[src/rtl/neuron_mac.sv]
// rtl/neuron_mac.sv - single-neuron multiply-accumulate pre-activation stage
// Full-precision sum of x*w plus bias, rounded half up and saturated back to sfp.
module neuron_mac #(
   parameter int N_INPUTS = 4,
   parameter int W        = 16,
   parameter int FRAC     = 8
) (
   input  logic                clk,
   input  logic                rst,
   input  logic                start,
   input  logic signed [W-1:0] bias,
   input  logic                in_valid,
   output logic                in_ready,
   input  logic signed [W-1:0] x_in,
   input  logic signed [W-1:0] w_in,
   output logic                out_valid,
   input  logic                out_ready,
   output logic signed [W-1:0] z_out,
   output logic                sat,
   output logic                busy
);

   localparam int ACC_W = 2*W + $clog2(N_INPUTS) + 1;
   localparam int CW    = $clog2(N_INPUTS + 1);
   localparam logic signed [ACC_W-1:0] SFP_MAX  = ACC_W'((64'sd1 <<< (W-1)) - 64'sd1);
   localparam logic signed [ACC_W-1:0] SFP_MIN  = -SFP_MAX - ACC_W'(1);
   localparam logic signed [ACC_W-1:0] HALF_LSB = ACC_W'(64'sd1 <<< (FRAC-1));
   localparam logic [CW-1:0]           LAST     = CW'(N_INPUTS - 1);

   typedef enum logic [1:0] {IDLE, ACCUM, FINISH, OUT} state_t;

   state_t                  state, next_state;
   logic signed [ACC_W-1:0] acc;
   logic [CW-1:0]           count;
   logic signed [2*W-1:0]   prod;
   logic signed [ACC_W-1:0] rnd;
   logic signed [ACC_W-1:0] r;
   logic                    take;

   assign prod = x_in * w_in;
   assign take = (state == ACCUM) && in_valid;
   assign rnd  = acc + HALF_LSB;
   assign r    = rnd >>> FRAC;

   always_ff @(posedge clk or posedge rst) begin
      if (rst) state <= IDLE;
      else     state <= next_state;
   end

   always_comb begin
      next_state = state;
      in_ready   = 1'b0;
      out_valid  = 1'b0;
      busy       = 1'b1;
      case (state)
         IDLE: begin
            busy = 1'b0;
            if (start) next_state = ACCUM;
         end
         ACCUM: begin
            in_ready = 1'b1;
            if (in_valid && count == LAST) next_state = FINISH;
         end
         FINISH: next_state = OUT;
         OUT: begin
            out_valid = 1'b1;
            if (out_ready) next_state = IDLE;
         end
         default: next_state = IDLE;
      endcase
   end

   // Bias enters pre-scaled by 2^FRAC so it lines up with the 2*FRAC product scaling.
   always_ff @(posedge clk or posedge rst) begin
      if (rst) begin
         acc   <= '0;
         count <= '0;
         z_out <= '0;
         sat   <= 1'b0;
      end else begin
         if (state == IDLE && start) begin
            acc   <= {{(ACC_W-W-FRAC){bias[W-1]}}, bias, {FRAC{1'b0}}};
            count <= '0;
         end else if (take) begin
            acc   <= acc + {{(ACC_W-2*W){prod[2*W-1]}}, prod};
            count <= count + CW'(1);
         end
         if (state == FINISH) begin
            if (r > SFP_MAX) begin
               z_out <= SFP_MAX[W-1:0];
               sat   <= 1'b1;
            end else if (r < SFP_MIN) begin
               z_out <= SFP_MIN[W-1:0];
               sat   <= 1'b1;
            end else begin
               z_out <= r[W-1:0];
               sat   <= 1'b0;
            end
         end
      end
   end

endmodule

[config.mk]
export PLATFORM = sky130hd
export DESIGN_NAME = neuron_mac
export DESIGN_NICKNAME = d
export VERILOG_FILES = /design/src/rtl/neuron_mac.sv
export SDC_FILE = /design/constraint.sdc
export NUM_CORES = 1
export LEC_CHECK = 0
export BUFFER_PORTS_ARGS = -buffer_cell sky130_fd_sc_hd__buf_2
export CAP_MARGIN = 20
export CELL_PAD_IN_SITES_DETAIL_PLACEMENT = 1
export CELL_PAD_IN_SITES_GLOBAL_PLACEMENT = 2
export CORE_MARGIN = 10
export CORE_UTILIZATION = 44
export CTS_CLUSTER_SIZE = 30
export DETAILED_ROUTE_END_ITERATION = 16
export GPL_ROUTABILITY_DRIVEN = 1
export MAX_ROUTING_LAYER = met4
export PLACE_DENSITY = 0.92
export SETUP_SLACK_MARGIN = 0.02
export SLEW_MARGIN = 30
export SYNTH_ARGS = -nofsm -noshare
export SYNTH_HDL_FRONTEND = slang
export SYNTH_SLANG_ARGS = --single-unit
[constraint.sdc]
create_clock -name clk -period 4.5 [get_ports clk]
set_input_delay 0.45 -clock clk [delete_from_list [all_inputs] [get_ports clk]]
set_output_delay 0.45 -clock clk [all_outputs]
set_load 0.01 [all_outputs]
==> results.toml, run 1 <==
[final_layout]
final_nets = 2443
final_cell_mix = "321 x inv_1, 250 x buf_4, 241 x fa_1"
multiInputGateArea_sq_mm = 0.01318
layout-drive-gt1-share_pct = 32.65
regArea_sq_mm = 0.001426
final_cell_area_sq_mm = 0.01987
flow.area_growth_from_synthesis_pct = 35.32
nFillCells = 3635
final_common_cell = "inv_1"

[global_route]
grt_overflow = 0
grt_antenna_before_repair = 1
grt_pass1_vias = 15924
grt_pass1_wl_um = 86480
grt_max_degree = 45
grt_usage_pct = 26.98

[detailed_routing]
dr.pass1.iters = 5
route.vias.total = 14302
routedWlPerCell_um = 27.09
viasPerCell = 5.854
drt-total-wl_um = 66180
drt-initial-drc-count = 1002
drtAntennaViolNets = 0
drc = 0

[floorplan]
die_w_um = 202.7
rows = 66
pin_count = 73
start_util_pct = 44.90
dieArea_sq_mm = 0.04108
core_sq_mm = 0.03270
die_h_um = 202.7

[clock_network]
insertion_delay_ns = 0.33
cts.clk_slew.worst_paths_ns = 0.05
clk_path_buf_depth = 2
cts.sinks = 57
clock-root-buffer = "clkbuf_16"
htreeDepth = 3
tritoncts = "yes"
cts_buffers = 9

[synth]
synth_top_area_share_pct = 35.86
synth_nets = 2116
synth_cell_types = 81
synth_edf_count = 0
yosys-top-cells-area = "fa_1 36%, ha_1 11%, dfrtp_1 9.7%, inv_1 9.0%, and2_1 5.4%"
ys.flop_type = "dfrtp_1"
netlist_instances = 1671
ys_seq_area_share_pct = 9.714
yosysTopAreaCell = "fa_1"
avgSynthCellArea_sq_um = 8.788
ys_async_sr_fraction_pct = 100.0
yosys_register_bits = 57
synth_area_sq_mm = 0.01468
ys.warnings.count = 0

[worst_setup_path]
crit_top_cell = "fa_1"
required_ns = 4.74
ff2ff_path_depth = 10
crit_start = "w_in[2]"
cpPeakStageDelay_ns = 0.65
worstSetupPathType = "in2reg"
crit_path_max_fanout = 8
worstSetupStartpointType = "input port"
r2r_start = "acc[13]"
worstSetupEndpointType = "register"
crit_arrival_ns = 8.44
cpMaxStageDelayCell = "fa_2"

[sta]
setup_violations = 30
tightest_slew_ns = 0.9436
setup_ws_ns = -3.703
rsz0062_at_grt = "true"
max_freq_ghz = 0.1219
slew_violations = 0
fin_crit_ns = 8.203
max_slew_margin_pct = 36.86
finalHoldViolCount = 0
finClkSkew_ns = 0.01029
finalCritPeriodShare_pct = 182.3

[outcome]
status = "complete, but fails checks"
violations = "setup timing"

[placed_design]
routabilityCongestion = 0.8783
port_buffers = 72
placed_area_sq_mm = 0.01771
hpwl_um = 39540

[job]
drv_cap = 0

[min_path]
worstHoldPathType = "in2async"
-- state kept, by name (all words and copies together) (netlist names) --
register,flops
state,2
acc,35
z_out,16
sat,1
count,3
-- repair_timing --
item,4_1_cts,5_1_grt
setup endpoints to repair,30,30
buffers inserted,28,31
pin swaps,94,77
hold endpoints to repair,0,0
hold buffers,0,0
resized for setup,208,132
gates cloned,1,0
-- stage by stage --
step	std cells	hold slack [ns]	utilization, %	setup WS, ns	setup TNS, ns
2_1_floorplan	1671	0.4867	-	-2.989	-52.80
3_3_place_gp	2380	0.4723	54.17	-3.470	-74.18
3_5_place_dp	2380	0.4791	54.17	-3.906	-82.46
4_1_cts	2421	0.3429	58.34	-3.274	-65.98
5_1_grt	2443	0.2882	60.76	-3.902	-81.83
6_report	2443	0.2232	60.76	-3.703	-77.58
-- Yosys cell counts (3+ instances only) --
cell type  count
dfrtp_1       57
nor2_1        71
xor2_1        28
a211oi_1       9
o21a_1         9
buf_1          3
nor4_1         4
nand2_1      192
fa_1         263
or3_1          3
nand4_1        6
o21bai_1       6
a211o_1        6
clkbuf_1      46
nor2b_1        5
a21oi_1       72
o21ai_0       41
o221ai_2       7
and3_1         9
and2_1       126
a31oi_1       20
o2111ai_1      3
inv_1        352
nand2b_1      16
o21ai_1        4
a21o_1        25
xnor2_1       51
o211ai_1       5
o31ai_1        3
nand3_1       19
o22ai_1        3
o221ai_1       4
ha_1         129
nor3_1        18
-- final timing paths --
| kind | end | slack (ns) |
|---|---|---|
| worst max-delay path | acc[34] | -3.70 |
| worst min-delay path | z_out[1] | 0.22 |
| worst max register to register | z_out[9] | 1.17 |
| worst min register to register | z_out[11] | 0.49 |
| max in group asynchronous | acc[12] | 3.56 |
| min in group clk | acc[9] | 0.34 |
-- cells by family (layout without fill, tap and decap cells) --
kind of cell               after synthesis  after routing  synth area share [%]
AOI/OAI and AO/OA                      251            251                 11.77
DFF                                     57             57                 9.714
xor gates and xnor gates                80             80                 4.874
muxes                                    1              1               0.06817
adders and majority gates              392            392                 46.85
buffers and inverters                  406            735                 10.50
and+or+nand+nor                        484            484                 16.23
other                                    0              1                     0
-- layout make-up --
type                       count  share of cell area, %
multi-input combinational   1208                  66.31
clock buffer                  13                  1.360
sequential                    57                  7.178
timing repair buffer         369                  15.67
tap                          442                  2.783
inverter                     353                  6.687
antenna                        1                0.01259
-- worst max-delay path, delay by kind of cell --
| family | cells | cell delay (ns) |
|---|---|---|
| compound gates | 10 | 2.05 |
| fa+ha+maj | 8 | 3.93 |
| simple gates | 4 | 0.78 |
| buf+inv | 7 | 0.66 |
| xor+xnor | 2 | 0.56 |
-- per-layer routing --
metal  vias to the layer above  track usage, %  wire (um)
li1                       5885               -          -
met5                         -               -          0
met1                      7231           30.96      24000
met3                       396           3.264       3583
met4                         0           10.52       5526
met2                       790           47.33      33070
Power of run 1 is left out: the tool's default activity adds up to more than one toggle a clock period on the data nets, which glitch-free logic cannot reach.
==> run 2: changes to the inputs <==
--- a/config.mk
+++ b/config.mk
@@ -11,10 +11,8 @@
 export CELL_PAD_IN_SITES_GLOBAL_PLACEMENT = 2
 export CORE_MARGIN = 10
 export CORE_UTILIZATION = 44
-export CTS_CLUSTER_SIZE = 30
 export DETAILED_ROUTE_END_ITERATION = 16
 export GPL_ROUTABILITY_DRIVEN = 1
-export MAX_ROUTING_LAYER = met4
 export PLACE_DENSITY = 0.92
 export SETUP_SLACK_MARGIN = 0.02
 export SLEW_MARGIN = 30
==> constraint.sdc (replaced) <==
create_clock -name clk -period 4.5 [get_ports clk]
set_input_delay 1.35 -clock clk [delete_from_list [all_inputs] [get_ports clk]]
set_output_delay 1.35 -clock clk [all_outputs]
set_load 0.01 [all_outputs]
==> results.toml, run 2 (same netlist as run 1, synthesis figures left out) <==
[floorplan]
pin_count = 73
core_sq_mm = 0.03270
die_h_um = 202.7
dieArea_sq_mm = 0.04108
die_w_um = 202.7
start_util_pct = 44.90
rows = 66

[placed_design]
port_buffers = 72
hpwl_um = 38710
routabilityCongestion = 0.8572

[worst_setup_path]
cpMaxStageDelayCell = "fa_1"
crit_family = "adder cells"
cpPeakStageDelay_ns = 0.56
worstSetupStartpointType = "input port"
crit_path_max_fanout = 8
worstSetupEndpointType = "register"
required_ns = 4.75
worstSetupPathType = "in2reg"
critical_path_buf_inv_count = 7
crit_top_cell = "fa_1"
ff2ff_path_depth = 10
r2r-end = "z_out[14]"
rrSetupSlack_ns = 1.19
r2r_start = "acc[14]"
crit_arrival_ns = 9.38

[min_path]
hold_end = "z_out[0]"
hp-start = "z_out[0]"
worstHoldPathType = "reg2reg"
min_delay_path_depth = 2

[clock_network]
cts.sinks = 57
insertion_delay_ns = 0.33
tritoncts = "yes"
cts.clk_slew.worst_paths_ns = 0.05
clk_path_buf_depth = 2
htreeDepth = 3
clock-root-buffer = "clkbuf_16"
cts_buffers = 9

[final_layout]
largest_register_ffs = 35
layout-drive-gt1-share_pct = 35.12
final_cell_mix = "307 x inv_1, 280 x buf_4, 236 x fa_1"
final_nets = 2470
final_common_cell = "inv_1"
top_regs = "acc x35, z_out x16, count x3"
multiInputGateArea_sq_mm = 0.01325
flow.area_growth_from_synthesis_pct = 37.41
nFillCells = 3642
top_register = "acc"
diodes = 0
regArea_sq_mm = 0.001426

[job]
drv_cap = 0

[global_route]
grt_pass1_wl_um = 86950
grt_antenna_before_repair = 0
grt_max_degree = 45
grt_overflow = 0
grt_usage_pct = 26.32
grt_pass1_vias = 15950

[detailed_routing]
drt-initial-drc-count = 1171
drtAntennaViolNets = 0
drt-total-wl_um = 65840
dr.pass1.iters = 5
route.vias.total = 14461
routedWlPerCell_um = 26.63
viasPerCell = 5.850
drc = 0

[sta]
max_freq_ghz = 0.1095
slew_violations = 0
holdWs_ns = 0.5059
finClkSkew_ns = 0.007805
fin_crit_ns = 9.130
tightest_slew_ns = 0.9592
max_slew_margin_pct = 35.82
finalHoldViolCount = 0
finalCritPeriodShare_pct = 202.9
setup_ws_ns = -4.630
rsz0062_at_grt = "true"
setup_violations = 31

[outcome]
violations = "setup timing"
status = "complete, but fails checks"
==> run 2: through the flow <==
stage | TNS, ns | utilization, % | instances | cell area (sq um) | worst slack [ns]
after floorplan | -78.62 | - | 1671 | 15310 | -3.889
after global placement | -101.36 | 54.29 | 2380 | 17750 | -4.395
after detailed placement | -105.93 | 54.29 | 2380 | 17750 | -4.639
after CTS | -91.85 | 58.67 | 2443 | 19190 | -4.123
after global routing | -110.15 | 61.70 | 2472 | 20180 | -4.892
final | -106.37 | 61.70 | 2472 | 20180 | -4.630
==> run 2: worst max path at each step <==
stage | cells after the start | startpoint | endpoint
after detailed placement | 29 | w_in[2] | acc[34]
after global routing | 30 | w_in[2] | acc[34]
final | 30 | w_in[2] | acc[34]
after global placement | 32 | w_in[4] | acc[32]
after floorplan | 31 | w_in[6] | acc[34]
after CTS | 31 | x_in[15] | acc[34]
==> run 2: final cells by class <==
cell class,instances,share of cell area [%]
inverters,353,6.567
clock buffers,14,1.358
well taps,442,2.741
clock inverters,2,0.1736
multi-input cells,1208,65.69
repair buffers,396,16.41
flip-flops and latches,57,7.069
==> run 2: per-layer routing <==
layer | track usage [%] | vias up | part of all wire, %
li1 | - | 5927 | -
met1 | 31.56 | 7409 | 37
met2 | 47.39 | 778 | 50
met3 | 3.359 | 347 | 6.6
met4 | 9.299 | 0 | 6.7
met5 | 0 | - | 0
==> run 2: timing repair <==
item | CTS | global route
buffers inserted | 45 | 37
hold buffers | 0 | 0
resized for setup | 189 | 171
endpoints found under the setup margin | 31 | 31
pin swaps | 129 | 127
gates cloned | 3 | 0
==> run 2: worst reg2reg max path, stage by stage, from the launching register on <==
cell      delay (ns)
dfrtp_1         0.48
nand3_1         0.29
or3b_1          0.42
inv_2           0.13
or3_1           0.33
o21ai_1         0.10
a31oi_1         0.12
a311o_1         0.30
o41a_1          0.46
nand2_2         0.32
o221ai_1        0.19
Power of run 2 is left out for the same reason.
==> run 3: changes to the inputs <==
--- a/config.mk
+++ b/config.mk
@@ -13,7 +13,7 @@
 export CORE_UTILIZATION = 44
 export DETAILED_ROUTE_END_ITERATION = 16
 export GPL_ROUTABILITY_DRIVEN = 1
-export PLACE_DENSITY = 0.92
+export PLACE_DENSITY_LB_ADDON = 0.1
 export SETUP_SLACK_MARGIN = 0.02
 export SLEW_MARGIN = 30
 export SYNTH_ARGS = -nofsm -noshare
==> results.toml, run 3 (same netlist as run 1, synthesis figures left out) <==
[clock_network]
insertion_delay_ns = 0.33
tritoncts = "yes"
clock-root-buffer = "clkbuf_16"
cts.sinks = 57
cts.clk_slew.worst_paths_ns = 0.05
cts_buffers = 9
cts-hold-fix-buffers = 0
htreeDepth = 3
clk_path_buf_depth = 2

[global_route]
grt_overflow = 0
grt_max_degree = 48
grt_pass1_vias = 15043
grt_pass1_wl_um = 79540
grt_usage_pct = 23.77
grt_antenna_before_repair = 0

[floorplan]
dieArea_sq_mm = 0.04108
pin_count = 73
core_sq_mm = 0.03270
die_h_um = 202.7
start_util_pct = 44.90
rows = 66
die_w_um = 202.7

[worst_setup_path]
ff2ff_path_depth = 8
critical_path_buf_inv_count = 5
cp.depth = 28
r2r_start = "acc[13]"
required_ns = 4.75
rrSetupSlack_ns = 1.22
r2r-end = "z_out[12]"
crit_top_cell = "fa_1"
cpPeakStageDelay_ns = 0.64
worstSetupEndpointType = "register"
cpMaxStageDelayCell = "fa_2"
crit_path_max_fanout = 7
worstSetupEndpoint = "acc[34]"
crit_arrival_ns = 8.78
crit_start = "x_in[5]"
crit_family = "adder cells"
worstSetupStartpointType = "input port"
worstSetupPathType = "in2reg"

[sta]
setup_ws_ns = -4.035
slew_violations = 0
finClkSkew_ns = 0.007544
finalHoldViolCount = 0
fin_crit_ns = 8.535
tightest_slew_ns = 0.8963
max_freq_ghz = 0.1172
finalCritPeriodShare_pct = 189.7
setup_violations = 31
holdWs_ns = 0.4837
max_slew_margin_pct = 40.02
rsz0062_at_grt = "true"

[outcome]
status = "complete, but fails checks"
violations = "setup timing"

[final_layout]
diodes = 0
final_nets = 2459
layout-drive-gt1-share_pct = 34.46
largest_register_ffs = 35
top_regs = "acc x35, z_out x16, count x3"
flow.area_growth_from_synthesis_pct = 37.57
final_cell_mix = "314 x inv_1, 248 x buf_4, 234 x fa_1"
final_common_cell = "inv_1"
nFillCells = 3681
top_register = "acc"

[detailed_routing]
drt-initial-drc-count = 624
dr.pass1.iters = 5
drtAntennaViolNets = 0
drc = 0
viasPerCell = 5.238
route.vias.total = 12880
routedWlPerCell_um = 20.48
drt-total-wl_um = 50350

[placed_design]
routabilityCongestion = 0.8547
port_buffers = 72
pre_cts_slack_ns = -4.649
hpwl_um = 37460

[min_path]
worstHoldPathType = "reg2reg"

[job]
drv_cap = 0
## run 3: layer usage
metal	up-vias	GRT usage (%)	part of all wire, %
li1	5911	-	-
met1	6680	30.35	43
met2	221	42.71	52
met3	68	2.309	2.8
met4	0	4.876	2.3
met5	-	0	0
## run 3: cell type report
type                       count  area, sq um  share of cell area (%)
multi-input combinational   1208        13310                   65.90
timing repair buffer         385         3317                   16.42
sequential                    57         1426                   7.061
inverter                     353         1328                   6.572
tap                          442        553.0                   2.738
clock buffer                  14        264.0                   1.307
## run 3: worst min path at each step
stage                     cells past startpoint        to      from
after floorplan                               2    acc[5]    acc[5]
final                                         2  z_out[0]  z_out[0]
after global placement                        2  z_out[0]  z_out[0]
after detailed placement                      2  z_out[0]  z_out[0]
after CTS                                     2  z_out[0]  z_out[0]
after global routing                          2  z_out[0]  z_out[0]
## run 3: metrics by stage
step                      util, %  setup TNS, ns  instances  cell area [sq um]
after floorplan                 -         -78.62       1671              15310
after global placement      54.32        -101.67       2381              17760
after detailed placement    54.32        -105.89       2381              17760
after CTS                   59.47         -88.33       2442              19450
after global routing        61.77        -100.21       2459              20200
final                       61.77         -93.13       2459              20200
## run 3: repair_timing
item / 4_1_cts / 5_1_grt
pin swaps: 139 / 97
cloned: 0 / 3
buffers inserted: 55 / 31
gates resized for setup: 264 / 123
endpoints found under the setup margin: 31 / 31
## run 3: worst reg2reg max path, cell delays in order, from the launching register on
cell and delay, ns:
dfrtp_1 0.50, nand3_1 0.28, or3b_1 0.63, nor4_4 0.32, and2_1 0.25, a41oi_1 0.17
o41a_1 0.44, nand2_2 0.33, o221ai_1 0.22
Power of run 3 is left out for the same reason.
